[config.mk]
export PLATFORM = sky130hd
export DESIGN_NAME = dual_s2p_rx
export DESIGN_NICKNAME = d
export VERILOG_FILES = /design/src/rtl/dual_s2p_rx.sv
export SDC_FILE = /design/constraint.sdc
export NUM_CORES = 1
export LEC_CHECK = 0
export BUFFER_PORTS_ARGS = -buffer_cell sky130_fd_sc_hd__buf_2
export CORE_AREA = 2 2 91 84
export DETAILED_ROUTE_END_ITERATION = 6
export DIE_AREA = 0 0 93 86
export PLACE_DENSITY = 0.82
export SYNTH_ARGS = -nofsm -noshare
export SYNTH_HDL_FRONTEND = slang
export SYNTH_SLANG_ARGS = --single-unit
export TNS_END_PERCENT = 10
[constraint.sdc]
create_clock -name clk -period 3.8 [get_ports clk]
set_input_delay 0.76 -clock clk [delete_from_list [all_inputs] [get_ports clk]]
set_output_delay 0.76 -clock clk [all_outputs]
set_load 0.005 [all_outputs]
[src/rtl/dual_s2p_rx.sv]
// Dual-lane serial-to-parallel receiver: rebuilds W_A/W_B-bit words from two MSB-first
// serial lines sharing one frame strobe and bit enable, flagging restarts and timeouts.
module dual_s2p_rx #(
    parameter int W_A     = 24,
    parameter int W_B     = 16,
    parameter int TIMEOUT = 255
) (
    input  logic           clk,
    input  logic           rst_n,
    input  logic           bit_en,
    input  logic           frame_start,
    input  logic           sdata24,
    input  logic           sdata16,
    output logic [W_A-1:0] pdata24,
    output logic [W_B-1:0] pdata16,
    output logic           valid24,
    output logic           valid16,
    output logic           busy,
    output logic           frame_err
);
    localparam int CW = $clog2(W_A + 1);

    typedef enum logic {IDLE, SHIFT} state_t;

    state_t         state, state_nxt;
    logic [W_A-1:0] sr_a, sr_a_nxt;
    logic [W_B-1:0] sr_b, sr_b_nxt;
    logic [CW-1:0]  bit_cnt, cnt_nxt;
    logic [7:0]     tmo_cnt;
    logic           load, shift, done_a, done_b, err;

    always_ff @(posedge clk or negedge rst_n) begin
        if (!rst_n) state <= IDLE;
        else        state <= state_nxt;
    end

    always_comb begin
        state_nxt = state;
        load      = 1'b0;
        shift     = 1'b0;
        err       = 1'b0;
        case (state)
            IDLE: begin
                if (bit_en && frame_start) begin
                    load      = 1'b1;
                    state_nxt = SHIFT;
                end
            end
            SHIFT: begin
                // a restart sample doubles as the MSB of the new frame
                if (bit_en && frame_start) begin
                    load = 1'b1;
                    err  = 1'b1;
                end else if (bit_en) begin
                    shift = 1'b1;
                end else if (tmo_cnt == 8'(TIMEOUT - 1)) begin
                    err       = 1'b1;
                    state_nxt = IDLE;
                end
            end
            default: state_nxt = IDLE;
        endcase

        cnt_nxt  = load ? CW'(1) : bit_cnt + CW'(1);
        done_b   = (load || shift) && (cnt_nxt == CW'(W_B));
        done_a   = (load || shift) && (cnt_nxt == CW'(W_A));
        if (done_a) state_nxt = IDLE;

        sr_a_nxt = load ? W_A'(sdata24) : ((sr_a << 1) | W_A'(sdata24));
        // lane B freezes once it holds W_B bits
        if (load)
            sr_b_nxt = W_B'(sdata16);
        else if (shift && (bit_cnt < CW'(W_B)))
            sr_b_nxt = (sr_b << 1) | W_B'(sdata16);
        else
            sr_b_nxt = sr_b;
    end

    always_ff @(posedge clk or negedge rst_n) begin
        if (!rst_n) begin
            sr_a      <= '0;
            sr_b      <= '0;
            bit_cnt   <= '0;
            tmo_cnt   <= '0;
            pdata24   <= '0;
            pdata16   <= '0;
            valid24   <= 1'b0;
            valid16   <= 1'b0;
            busy      <= 1'b0;
            frame_err <= 1'b0;
        end else begin
            valid24   <= done_a;
            valid16   <= done_b;
            frame_err <= err;
            // busy spans the frame up to and including its valid24 cycle
            busy      <= (state_nxt == SHIFT) || done_a;
            if (load || shift) begin
                sr_a    <= sr_a_nxt;
                sr_b    <= sr_b_nxt;
                bit_cnt <= cnt_nxt;
            end
            if (done_a) pdata24 <= sr_a_nxt;
            if (done_b) pdata16 <= sr_b_nxt;
            if (state == SHIFT && state_nxt == SHIFT && !bit_en)
                tmo_cnt <= tmo_cnt + 8'd1;
            else
                tmo_cnt <= '0;
        end
    end
endmodule
# [Word level (Yosys, flattened, before mapping)]
# Index checks and enable logic that the tools add are counted.
[word_totals] regBits=97 inputBits=6 output_inout_bits=44 elab_cells=47
[classes] add_sub_neg=2 n_lt_le_gt_ge=1 n_eq_ne=3 mux=18 n_bitwise=3 n_reduce_logical=9
[ops] op="2-to-1 mux 16 bit" n=2
[ops] op="2-to-1 mux 24 bit" n=1
[ops] op="OR 24 x 1 -> 24 bit" n=1
[ops] op="OR 16 x 1 -> 16 bit" n=1
[ops] op="2-to-1 mux 1 bit" n=12
[ops] op="equality test 5 bit, second input constant" n=2
[ops] op="adder 8 x 1 -> 8 bit, second input constant" n=1
[ops] op="equality test 8 bit, second input constant" n=1
[ops] op="2-to-1 mux 8 bit" n=1
[ops] op="logical AND 1 bit" n=6
[ops] op="adder 5 x 1 -> 5 bit, second input constant" n=1
[ops] op="less-than comparator 5 bit, second input constant" n=1
[ops] op="2-to-1 mux 5 bit" n=1
[ops] op="logical OR 1 bit" n=2
[ops] op="case mux 1 bit (2 select lines)" n=1
[ops] op="zero test 1 bit" n=1
[ops] op="inverter 1 bit" n=1

# [Logic depth before layout (Yosys ltp)]
[depth] ltp_word=9 ltp_mapped=6

# [Worst setup path after synthesis]
# Ideal clock, no wire load.
[synth_path] kind="in2reg" startpoint="input bit_en" endpoint="register pdata16[10]" arrival_time_ns=1.920 required_ns=3.675 slack_ns=1.755 cell_stages=5 path_cell_list="buf_2 -> and2_1 -> o211ai_4 -> buf_4 -> mux2_2"
[synth_between] elab_chain_len=6 word_cells_on_any_way=12
[synth_lines] item="start: declaration" line="10" source="input logic bit_en,"
[synth_lines] item="2-to-1 mux 1 bit / logical AND 1 bit (equally long branches)" line="54, 44, 51"
[synth_lines] item="2-to-1 mux 1 bit" line="51" source="if (bit_en && frame_start) begin"
[synth_lines] item="2-to-1 mux 1 bit" line="42" source="case (state)"
[synth_lines] item="logical AND 1 bit" line="73" source="else if (shift && (bit_cnt < CW'(W_B)))"
[synth_lines] item="2-to-1 mux 16 bit" line="73"
[synth_lines] item="2-to-1 mux 16 bit" line="71" source="if (load)"
[synth_lines] item="end signal: assignment" line="103" source="if (done_b) pdata16 <= sr_b_nxt;"
[synth_lines] item="end: declaration" line="15" source="output logic [W_B-1:0] pdata16,"
# Several ways; a longest one is shown, not always the timed one.
# A chain may end at the register's enable or synchronous reset.

# [Final worst setup path]
[layout_path] startpoint="input frame_start" endpoint="register pdata24[14]"
[layout_between] elab_chain_len=5 word_cells_on_any_way=9
[layout_lines] item="start: declaration" line="11" source="input logic frame_start,"
[layout_lines] item="logical AND 1 bit *" line="44, 51"
[layout_lines] item="2-to-1 mux 1 bit (on tied branches)" line="44, 51"
[layout_lines] item="2-to-1 mux 5 bit / 2-to-1 mux 1 bit (equally long branches)" line="64, 42"
[layout_lines] item="equality test 5 bit / logical OR 1 bit (equally long branches)" line="66" source="done_a = (load || shift) && (cnt_nxt == CW'(W_A));"
[layout_lines] item="logical AND 1 bit" line="66"
[layout_lines] item="end signal: assignment" line="102" source="if (done_a) pdata24 <= sr_a_nxt;"
[layout_lines] item="end: declaration" line="14" source="output logic [W_A-1:0] pdata24,"
# Mark *: on every way between the ends. The rest lies on a longest branch, timed or not.

==> impl_metrics.toml <==
[clock_network]
cts.path.max_buffers = 2
clk_latency_ns = 0.36
cts-buffers-inserted = 9
cts_hold_buf = 0
cts_tree = "built"
cts.repair.resized = 0
h-tree-depth = 3
clockRootBuffer = "clkbuf_8"
post-cts-setup-buffer-count = 0
clock-sinks = 97
clk_pin_slew_ns = 0.09

[route]
route.detailed.drc = 0
antenna_left = 0
firstDrtPassIters = 4
drt_iter0_drc = 91
avgViaCountPerCell = 5.55
avgRoutedWirePerCell_um = 15.1
vias = 2613
totalWireLength_mm = 7.11

[placed_design]
gp_congestion = 0.791
port_buffers = 49
post_dp_cell_area_mm2 = 0.00443
dp_hpwl_mm = 4.77

[power]
ir_drop_mv = 0.241
total_power_mw = 1.84
clockPowerShare_pct = 35.8
p_sw_mw = 0.428
switching_share_pct = 23.3
power_frac_comb_pct = 5.8
p_seq_share_pct = 58.4
p_int_mw = 1.41
pwr_density_cell_mw_per_mm2 = 397
leakagePower_nw = 2.44

[global_route]
grt_max_degree = 65
grt.total_usage_pct = 19.5
grt_pass1_wl_mm = 12.1
gr-total-overflow = 0
grt_pass1_vias = 2529
grt_antenna_before_repair = 0

[sta]
finalHoldViolations = 0
relSlewSlack_pct = 48.6
finalSetupViolations = 0
fin_crit_ns = 2.53
rsz0062_at_grt = "false"
slew_violations = 0
fin_crit_sh_pct = 66.6
worst_slew_pin_slew_ns = 0.771
hold_ws_ns = 0.487
max_freq_mhz = 395
clock_skew_ns = 0.00822
setup_tns_ns = 0

[worst_setup_path]
start_kind = "input pin"
cp-end-kind = "flip-flop"
crit_required_ns = 4.04
crit_chain = "buf_2 -> nand3b_4 -> nor3b_4 -> nand4_4 -> mux2_4"
critPathMaxStageDelay_ns = 0.51
path_class = "in -> reg"
crit_buf_inv = 1
path_max_fanout = 26
cp.arrival_ns = 2.77
critPathTopFamily = "simple AND/OR/NAND/NOR gates"
crit_slowest_cell = "nand4_4"

[final_layout]
antennaDiodeCount = 0
design_area_mm2 = 0.00463
drive_above_1_share_pct = 30.7
final_nets = 382
area_growth_pct = 12.0

[run_status]
outcome = "complete, no violations"

[logic_synthesis]
ys_seq_area_share_pct = 58.7
async_reset_ff_share_pct = 100
ys_ff_latch = 97
synth_nets = 336
synthFlopType = "dfrtp_1"
synth_area_leader_cell = "dfrtp_1"
synth_top_area_share_pct = 58.7
syn_area_mm2 = 0.00414
synthTopCellsByArea = "dfrtp_1 59%, mux2_4 6.5%, mux2_2 6.5%"
syn_area_per_cell_um2 = 12.6
synthCells = 327
synth_cell_types = 36
ys_warn_count = 0
synth_edf_count = 0

[floorplan]
rows = 29
die_area_mm2 = 0.00800
core-area_mm2 = 0.00697
dieWidth_um = 93
start_util_pct = 59.4
fp.dieH_um = 86
io_pins = 50

[run]
maxCapViolations = 0

[min_path]
hp-class = "in -> async"
power groups by stage:
stage,clock network [mW],registers [mW],logic (mW)
after floorplan,0,1.09,0.0727
after global placement,0,1.09,0.105
after detailed placement,0,1.09,0.108
after CTS,0.679,1.07,0.109
after global routing,0.723,1.08,0.121
final,0.659,1.07,0.107
layout make-up:
cell class                 instances  area (um2)
clock buffer                      12         145
clock inverter                     4        51.3
fill                             522        2340
inverter                           4        15.0
multi-input combinational        207        1590
sequential                        97        2430
tap                               93         116
timing repair buffer              54         285
worst reg2reg max path, delay by kind of cell, from the launching register on:
family           cells  cell delay, ns
multiplexers         1            0.50
flip-flops           1            0.63
AND/OR/NAND/NOR      3            1.18
kinds of logic after synthesis:
| logic type | count (synthesis) | synth area share, % |
|---|---|---|
| mux | 42 | 13.1 |
| compound gates | 36 | 7.47 |
| simple gates | 118 | 15.3 |
| buf+inv | 23 | 2.84 |
| fa+ha+maj | 3 | 0.908 |
| flops | 97 | 58.7 |
| xor+xnor | 8 | 1.69 |
routing by layer:
metal  part of all wire (%)  track usage [%]  vias up
li1                       -                -     1245
met1                     47             26.6     1293
met2                     47             30.7       70
met3                    4.7             5.54        5
met4                   0.89             6.42        0
met5                      0                0        -
stage by stage:
stage	utilization [%]	setup WS, ns	cells
2_1_floorplan	-	1.76	327
3_3_place_gp	63.6	0.936	455
3_5_place_dp	63.6	0.878	455
4_1_cts	66.5	1.27	471
5_1_grt	66.5	1.18	471
6_report	66.5	1.27	471
synthesized netlist by cell type, drive strengths merged (6+ instances only):
cell	instances
o21ai	6
nand2	50
mux2	42
dfrtp	97
a221o	15
nor3b	17
buf	9
nand3	27
nor2	10
clkbuf	10
placed cells by master (no fill, tap or decap), types with 6 or more instances in the layout:
cell type  instances
clkbuf_8          10
nor2_1            10
mux2_4            18
o21ai_0            6
mux2_2            24
buf_2             48
buf_4              6
nand2_1           50
a221o_1           15
dfrtp_1           97
nor3b_1           15
nand3_1           27
worst paths after layout:
| check | from | to | slack [ns] | depth (start not counted) |
|---|---|---|---|---|
| setup / recovery | frame_start | pdata24[14]$_DFFE_PN0P_ | 1.27 | 5 |
| hold / removal | rst_n | sr_a[18]$_DFFE_PN0P_ | 0.49 | 1 |
| setup reg to reg | state$_DFF_PN0_ | pdata24[14]$_DFFE_PN0P_ | 1.37 | 4 |
| hold reg to reg | tmo_cnt[7]$_DFF_PN0_ | tmo_cnt[7]$_DFF_PN0_ | 0.50 | 1 |
| max in group asynchronous | rst_n | sr_b[13]$_DFFE_PN0P_ | 2.58 | 2 |
| min in group clk | tmo_cnt[7]$_DFF_PN0_ | tmo_cnt[7]$_DFF_PN0_ | 0.50 | 1 |
sequential cells by signal, indices dropped and copies added (netlist names):
register and count:
tmo_cnt 8, frame_err 1, sr_a 23, state 1, valid24 1, pdata16 16, sr_b 16, pdata24 24
bit_cnt 5, busy 1, valid16 1
(Power assumes the default switching activity.)
